$ cat src/rtl/multicycle_ctrl.sv
// ---------------------------------------------------------------------------
// multicycle_ctrl
//   Main control FSM for a multicycle MIPS-style datapath (lw, sw, R-type,
//   beq, j). Each memory-facing state (FETCH, MEMRD, MEMWR) waits for
//   mem_ready. A wait counter bounds that wait: once it reaches MEM_TIMEOUT
//   with memory still not ready, the FSM parks in ERROR with a sticky fault
//   flag. Only reset leaves ERROR.
//
// Parameters
//   MEM_TIMEOUT   wait cycles tolerated per memory access (1..255)
//
// Ports
//   clk           single clock, rising edge
//   reset         synchronous, active-high
//   opcode[5:0]   instruction[31:26], valid from DECODE onward
//   mem_ready     memory completes the current access this cycle
//   zero          ALU zero flag (the PC gate for branches lives outside)
//   pcwrite .. alusrca   datapath enables / selects
//   alusrcb[1:0]  00 regB, 01 const 4, 10 signext imm, 11 signext imm<<2
//   aluop[1:0]    00 add, 01 sub, 10 funct-decoded
//   pcsource[1:0] 00 ALU result, 01 ALUOut, 10 jump target
//   state[3:0]    current state code (debug)
//   illegal       one-cycle pulse in DECODE for an unknown opcode
//   fault         sticky memory-timeout flag
// ---------------------------------------------------------------------------
module multicycle_ctrl #(
    parameter int MEM_TIMEOUT = 15
) (
    input  logic       clk,
    input  logic       reset,
    input  logic [5:0] opcode,
    input  logic       mem_ready,
    input  logic       zero,
    output logic       pcwrite,
    output logic       pcwritecond,
    output logic       iord,
    output logic       memread,
    output logic       memwrite,
    output logic       irwrite,
    output logic       memtoreg,
    output logic       regdst,
    output logic       regwrite,
    output logic       alusrca,
    output logic [1:0] alusrcb,
    output logic [1:0] aluop,
    output logic [1:0] pcsource,
    output logic [3:0] state,
    output logic       illegal,
    output logic       fault
);

    // State encoding is visible on the debug port, so it is fixed.
    localparam logic [3:0] S_FETCH  = 4'd0;
    localparam logic [3:0] S_DECODE = 4'd1;
    localparam logic [3:0] S_MEMADR = 4'd2;
    localparam logic [3:0] S_MEMRD  = 4'd3;
    localparam logic [3:0] S_MEMWB  = 4'd4;
    localparam logic [3:0] S_MEMWR  = 4'd5;
    localparam logic [3:0] S_EXEC   = 4'd6;
    localparam logic [3:0] S_RWB    = 4'd7;
    localparam logic [3:0] S_BRANCH = 4'd8;
    localparam logic [3:0] S_JUMP   = 4'd9;
    localparam logic [3:0] S_ERROR  = 4'd10;

    localparam logic [5:0] OP_RTYPE = 6'b000000;
    localparam logic [5:0] OP_LW    = 6'b100011;
    localparam logic [5:0] OP_SW    = 6'b101011;
    localparam logic [5:0] OP_BEQ   = 6'b000100;
    localparam logic [5:0] OP_J     = 6'b000010;

    localparam logic [7:0] TIMEOUT_W = 8'(MEM_TIMEOUT);

    logic [3:0] state_q, state_d;
    logic [7:0] wcnt_q, wcnt_d;
    logic       fault_q, fault_d;

    logic       wait_st;     // state waits on mem_ready
    logic       timed_out;   // counter exhausted and memory still busy
    logic       op_known;

    // The branch condition is applied to pcwritecond outside this block.
    logic       unused_zero;
    assign unused_zero = zero;

    assign wait_st   = (state_q == S_FETCH) || (state_q == S_MEMRD) ||
                       (state_q == S_MEMWR);
    // mem_ready in the terminal cycle still wins: no timeout then.
    assign timed_out = wait_st && !mem_ready && (wcnt_q == TIMEOUT_W);
    assign op_known  = (opcode == OP_RTYPE) || (opcode == OP_LW) ||
                       (opcode == OP_SW)    || (opcode == OP_BEQ) ||
                       (opcode == OP_J);

    // -----------------------------------------------------------------------
    // State register (plus wait counter and sticky fault)
    // -----------------------------------------------------------------------
    always_ff @(posedge clk) begin
        if (reset) begin
            state_q <= S_FETCH;
            wcnt_q  <= '0;
            fault_q <= 1'b0;
        end else begin
            state_q <= state_d;
            wcnt_q  <= wcnt_d;
            fault_q <= fault_d;
        end
    end

    // -----------------------------------------------------------------------
    // Next-state logic
    // -----------------------------------------------------------------------
    always_comb begin
        state_d = state_q;
        unique case (state_q)
            S_FETCH: begin
                if (timed_out)      state_d = S_ERROR;
                else if (mem_ready) state_d = S_DECODE;
            end
            S_DECODE: begin
                if ((opcode == OP_LW) || (opcode == OP_SW)) state_d = S_MEMADR;
                else if (opcode == OP_RTYPE)                state_d = S_EXEC;
                else if (opcode == OP_BEQ)                  state_d = S_BRANCH;
                else if (opcode == OP_J)                    state_d = S_JUMP;
                else                                        state_d = S_FETCH;
            end
            S_MEMADR: state_d = (opcode == OP_LW) ? S_MEMRD : S_MEMWR;
            S_MEMRD: begin
                if (timed_out)      state_d = S_ERROR;
                else if (mem_ready) state_d = S_MEMWB;
            end
            S_MEMWB: state_d = S_FETCH;
            S_MEMWR: begin
                if (timed_out)      state_d = S_ERROR;
                else if (mem_ready) state_d = S_FETCH;
            end
            S_EXEC:   state_d = S_RWB;
            S_RWB:    state_d = S_FETCH;
            S_BRANCH: state_d = S_FETCH;
            S_JUMP:   state_d = S_FETCH;
            S_ERROR:  state_d = S_ERROR;
            default:  state_d = S_FETCH;   // unused codes 11..15 recover
        endcase
    end

    // Counter restarts whenever the FSM moves to a different state, so each
    // memory access (and each fetch) gets a fresh budget. It only counts
    // cycles that a wait state spends holding on a busy memory.
    always_comb begin
        wcnt_d = wcnt_q;
        if (state_d != state_q)
            wcnt_d = '0;
        else if (wait_st && !mem_ready)
            wcnt_d = wcnt_q + 8'd1;
    end

    assign fault_d = fault_q || (state_d == S_ERROR);

    // -----------------------------------------------------------------------
    // Output logic (Moore, except FETCH's mem_ready qualification and the
    // opcode-dependent illegal pulse in DECODE)
    // -----------------------------------------------------------------------
    always_comb begin
        pcwrite     = 1'b0;
        pcwritecond = 1'b0;
        iord        = 1'b0;
        memread     = 1'b0;
        memwrite    = 1'b0;
        irwrite     = 1'b0;
        memtoreg    = 1'b0;
        regdst      = 1'b0;
        regwrite    = 1'b0;
        alusrca     = 1'b0;
        alusrcb     = 2'b00;
        aluop       = 2'b00;
        pcsource    = 2'b00;
        illegal     = 1'b0;
        unique case (state_q)
            S_FETCH: begin
                memread = 1'b1;
                alusrcb = 2'b01;
                // IR and PC latch only in the cycle memory delivers the word.
                irwrite = mem_ready;
                pcwrite = mem_ready;
            end
            S_DECODE: begin
                alusrcb = 2'b11;
                illegal = !op_known;
            end
            S_MEMADR: begin
                alusrca = 1'b1;
                alusrcb = 2'b10;
            end
            S_MEMRD: begin
                memread = 1'b1;
                iord    = 1'b1;
            end
            S_MEMWB: begin
                regwrite = 1'b1;
                memtoreg = 1'b1;
            end
            S_MEMWR: begin
                memwrite = 1'b1;
                iord     = 1'b1;
            end
            S_EXEC: begin
                alusrca = 1'b1;
                aluop   = 2'b10;
            end
            S_RWB: begin
                regwrite = 1'b1;
                regdst   = 1'b1;
            end
            S_BRANCH: begin
                alusrca     = 1'b1;
                aluop       = 2'b01;
                pcwritecond = 1'b1;
                pcsource    = 2'b01;
            end
            S_JUMP: begin
                pcwrite  = 1'b1;
                pcsource = 2'b10;
            end
            default: ;   // ERROR and unused codes: everything off
        endcase
    end

    assign state = state_q;
    assign fault = fault_q;

endmodule
$ cat config.mk
export PLATFORM = sky130hd
export DESIGN_NAME = multicycle_ctrl
export DESIGN_NICKNAME = d
export VERILOG_FILES = /design/src/rtl/multicycle_ctrl.sv
export SDC_FILE = /design/constraint.sdc
export NUM_CORES = 1
export LEC_CHECK = 0
export ABC_CLOCK_PERIOD_IN_PS = 2000
export CORE_ASPECT_RATIO = 0.6
export CORE_MARGIN = 2
export CORE_UTILIZATION = 35
export DETAILED_ROUTE_END_ITERATION = 10
export HOLD_SLACK_MARGIN = 0.1
export SLEW_MARGIN = 0
export SYNTH_ARGS = -nofsm -noshare
export SYNTH_HDL_FRONTEND = slang
export SYNTH_SLANG_ARGS = --single-unit
$ cat constraint.sdc
create_clock -name clk -period 2 [get_ports clk]
set_input_delay 0.2 -clock clk [delete_from_list [all_inputs] [get_ports clk]]
set_output_delay 0.2 -clock clk [all_outputs]
set_load 0.02 [all_outputs]
==> results.json, run 1 <==
{
  "num_io_pins": 32,
  "topRoutingLayerUsed": "met4",
  "global_route.usage.total_pct": 20.74,
  "number_of_fill_cells": 246,
  "detail-route-antenna-nets": 0,
  "timing.hold.ws_ns": 0.4498,
  "grt_remaining_overflow": 0,
  "max_freq_ghz": 0.5265,
  "ys_types": 37,
  "number_of_hold_violations_in_the_final_report": 0,
  "total_die_area_um2": 3237,
  "number_of_global_route_vias_before_repair": 1075,
  "clk_lat_worst_skew_ns": 0.25,
  "cp.buffers_inverters": 1,
  "firstDrtPassIters": 4,
  "ys.flop_type": "sky130_fd_sc_hd__dfxtp_1",
  "cts.hold.buffers_added": 0,
  "fin_nets": 195,
  "place_hpwl_um": 2394,
  "port-buffer-count": 30,
  "rsz_0062_raised_after_global_routing": "yes",
  "endpoint_required_time_on_the_critical_path_ns": 1.80,
  "core_area_um2": 2575,
  "transition_time_at_the_pin_with_the_least_slew_margin_ns": 0.4360,
  "r2r.worst_path.cells": 5,
  "final_max_slew_viol_count": 0,
  "synthCells": 136,
  "setup_violations": 0,
  "hp-class": "flip-flop to flip-flop",
  "y_dimension_of_the_die_um": 44.88,
  "crit_type": "flip-flop to primary output",
  "area_growth_syn_to_layout_pct": 54.69,
  "postSynth.asyncResetShare_pct": 0,
  "grt_start_max_net_pins": 13,
  "drt_drc_violations_left": 0,
  "routed_wirelength_um": 3083,
  "cp_top_family": "buffers and inverters",
  "gpl.final_weighted_congestion": 0.8695,
  "routed-via-count": 1186,
  "worstHoldPathCells": 2,
  "met2_wire_length_um": 1331,
  "outcome": "finished, final reports clean",
  "clock_sink_count": 13,
  "antenna-diode-count": 0,
  "synth-edff-count": 0,
  "max-clock-path-buffers": 2,
  "drt_iter0_markers": 109,
  "post-route-util_pct": 58.55,
  "grt_antenna_before_repair": 0,
  "min_cycle_time_layout_ns": 1.899,
  "leakage_nw": 0.6934,
  "vdd.ir_drop.worst_mv": 0.4527,
  "crit_fanout": 8,
  "worst_path_slowest_cell": "sky130_fd_sc_hd__clkdlybuf4s50_1",
  "cp-end-kind": "primary output",
  "synth_fp_nets": 147,
  "vias_per_cell": 5.516,
  "seq_area_frac_synth_pct": 26.70,
  "setup.worst_path.start_class": "flip-flop",
  "ys_seq_elements": 13,
  "power_after_layout_w": 0.0006754,
  "fp.dieW_um": 72.13,
  "cts-root-buf": "sky130_fd_sc_hd__clkbuf_8",
  "post_synth_instance_area_um2": 974.7,
  "max_slew_margin_pct": 70.93,
  "dr_wl_met3_um": 230,
  "crit_path_depth": 3,
  "fin_skew_ns": 0.002878,
  "m1WireLength_um": 1511,
  "starting_density_pct": 37.85,
  "clk_pin_slew_ns": 0.06,
  "grt_pass1_wl_um": 5119,
  "routedWlPerCell_um": 14.34,
  "worst-endpoint-arrival_ns": 1.70,
  "crit_path_cell_trace": "xnor2_1 > and2_1 > clkdlybuf4s50_1",
  "pwr_density_cell_nw_per_um2": 448.0,
  "final_layout_size_suffix_gt1_share_pct": 16.94,
  "cts_post_setup_buffers_inserted": 0,
  "htree_levels": 1,
  "regToRegSetupSlack_ns": 0.15,
  "numCtsBuffers": 3,
  "cts_tree": "yes",
  "synth.yosys.warnings": 0,
  "cp_slowest_stage_delay_ns": 0.59,
  "final_min_period_over_clock_period_pct": 94.97,
  "timing.max_cap.violations": 0,
  "floorplan.rows": 14,
  "syn_area_per_cell_um2": 7.167
}
placed cells by master (no fill, tap or decap), types with 2 or more instances in the layout:
cell type                         count
sky130_fd_sc_hd__dlygate4sd2_1        2
sky130_fd_sc_hd__nor3_1              16
sky130_fd_sc_hd__nand3_1              8
sky130_fd_sc_hd__o21ai_0              7
sky130_fd_sc_hd__nor4_1               3
sky130_fd_sc_hd__buf_4               20
sky130_fd_sc_hd__clkbuf_8             3
sky130_fd_sc_hd__dlymetal6s2s_1       8
sky130_fd_sc_hd__xnor2_1              9
sky130_fd_sc_hd__dfxtp_2              3
sky130_fd_sc_hd__nor2_1              17
sky130_fd_sc_hd__nand2_1              9
sky130_fd_sc_hd__nand2b_1             7
sky130_fd_sc_hd__clkdlybuf4s50_1     20
sky130_fd_sc_hd__nand4_1              2
sky130_fd_sc_hd__a21oi_1              6
sky130_fd_sc_hd__or4_1                2
sky130_fd_sc_hd__a31oi_1              3
sky130_fd_sc_hd__inv_1                7
sky130_fd_sc_hd__dfxtp_1             10
report_power, final:
part | total (W) | switching [W] | internal (W)
Combinational | 0.000165 | 0.0000845 | 0.0000801
Sequential | 0.000270 | 0.00000670 | 0.000263
Clock | 0.000241 | 0.0000998 | 0.000141
Total | 0.000675 | 0.000191 | 0.000484
Yosys cell counts (2+ instances only):
library cell | instances | area share (%)
sky130_fd_sc_hd__nand4_1 | 2 | 1.3
sky130_fd_sc_hd__inv_1 | 7 | 2.7
sky130_fd_sc_hd__nor3_1 | 16 | 8.2
sky130_fd_sc_hd__or4_1 | 2 | 1.5
sky130_fd_sc_hd__o21ai_0 | 7 | 3.6
sky130_fd_sc_hd__dfxtp_1 | 13 | 27
sky130_fd_sc_hd__clkbuf_1 | 2 | 0.77
sky130_fd_sc_hd__a31oi_1 | 3 | 1.9
sky130_fd_sc_hd__nor4_1 | 3 | 1.9
sky130_fd_sc_hd__nand3_1 | 8 | 4.1
sky130_fd_sc_hd__nand2b_1 | 7 | 4.5
sky130_fd_sc_hd__a21oi_1 | 6 | 3.1
sky130_fd_sc_hd__xnor2_1 | 9 | 8.1
sky130_fd_sc_hd__nor2_1 | 17 | 6.5
sky130_fd_sc_hd__nand2_1 | 9 | 3.5
sky130_fd_sc_hd__buf_4 | 3 | 2.3
sky130_fd_sc_hd__nor4b_1 | 2 | 1.8
registers in the layout, summed over array words and instances (netlist names):
register	cells
fault	1
state	4
wcnt_q	8
worst min-delay path, stage by stage, from the launching register on:
cell and delay [ns]:
sky130_fd_sc_hd__dfxtp_1 0.31, sky130_fd_sc_hd__inv_1 0.05, sky130_fd_sc_hd__a21oi_1 0.05
path summary, 6_finish.rpt:
check | start | to
setup / recovery | state[0]$_SDFF_PP0_ | memread
hold / removal | fault$_SDFF_PP0_ | fault$_SDFF_PP0_
setup reg to reg | state[0]$_SDFF_PP0_ | state[2]$_SDFF_PP0_
hold reg to reg | fault$_SDFF_PP0_ | fault$_SDFF_PP0_
repair_timing:
action,CTS,global route
cloned,0,0
gates resized for setup,5,10
setup endpoints to repair,8,15
kinds of logic after synthesis:
logic type | share of synthesized area (%)
XOR/XNOR | 8.986
adder cells (fa/ha/maj) | 1.283
flip-flops | 26.70
buffers and inverters | 6.675
AND/OR/NAND/NOR | 38.26
AO/OA/AOI/OAI | 17.07
multiplexers | 1.027
layout make-up:
| type | count | area [um2] | area share (%) |
|---|---|---|---|
| Multi-Input combinational cell | 109 | 664.4 | 44.07 |
| Timing Repair Buffer | 50 | 467.9 | 31.04 |
| Sequential cell | 13 | 264.0 | 17.51 |
| Clock buffer | 4 | 45.04 | 2.988 |
| Tap cell | 32 | 40.04 | 2.656 |
| Inverter | 7 | 26.28 | 1.743 |
stage by stage:
stage | area (um2) | worst slack, ns | cells | setup TNS [ns]
CTS | 1473 | 0.001144 | 215 | 0
global route | 1508 | -0.04866 | 215 | -0.07891
global placement | 1426 | -0.1338 | 211 | -0.8553
floorplan | 974.7 | 0.2257 | 136 | 0
detailed placement | 1426 | -0.1595 | 211 | -1.286
finish | 1508 | 0.1007 | 215 | 0
routing by layer:
layer  vias to the layer above  track usage (%)
met3                         2            4.911
met5                         -                0
met1                       563            30.29
met4                         0            4.528
li1                        579                -
met2                        42            31.19
Power figures use the tool's default switching activity.
==> inputs of run 2 (changes only) <==
--- a/config.mk
+++ b/config.mk
@@ -9,6 +9,7 @@
 export CORE_ASPECT_RATIO = 0.6
 export CORE_MARGIN = 2
 export CORE_UTILIZATION = 35
+export CTS_CLUSTER_DIAMETER = 30
 export DETAILED_ROUTE_END_ITERATION = 10
 export HOLD_SLACK_MARGIN = 0.1
 export SLEW_MARGIN = 0
==> results of run 2 <==
Same layout as run 1: the final DEF is identical, and so are final timing and power.
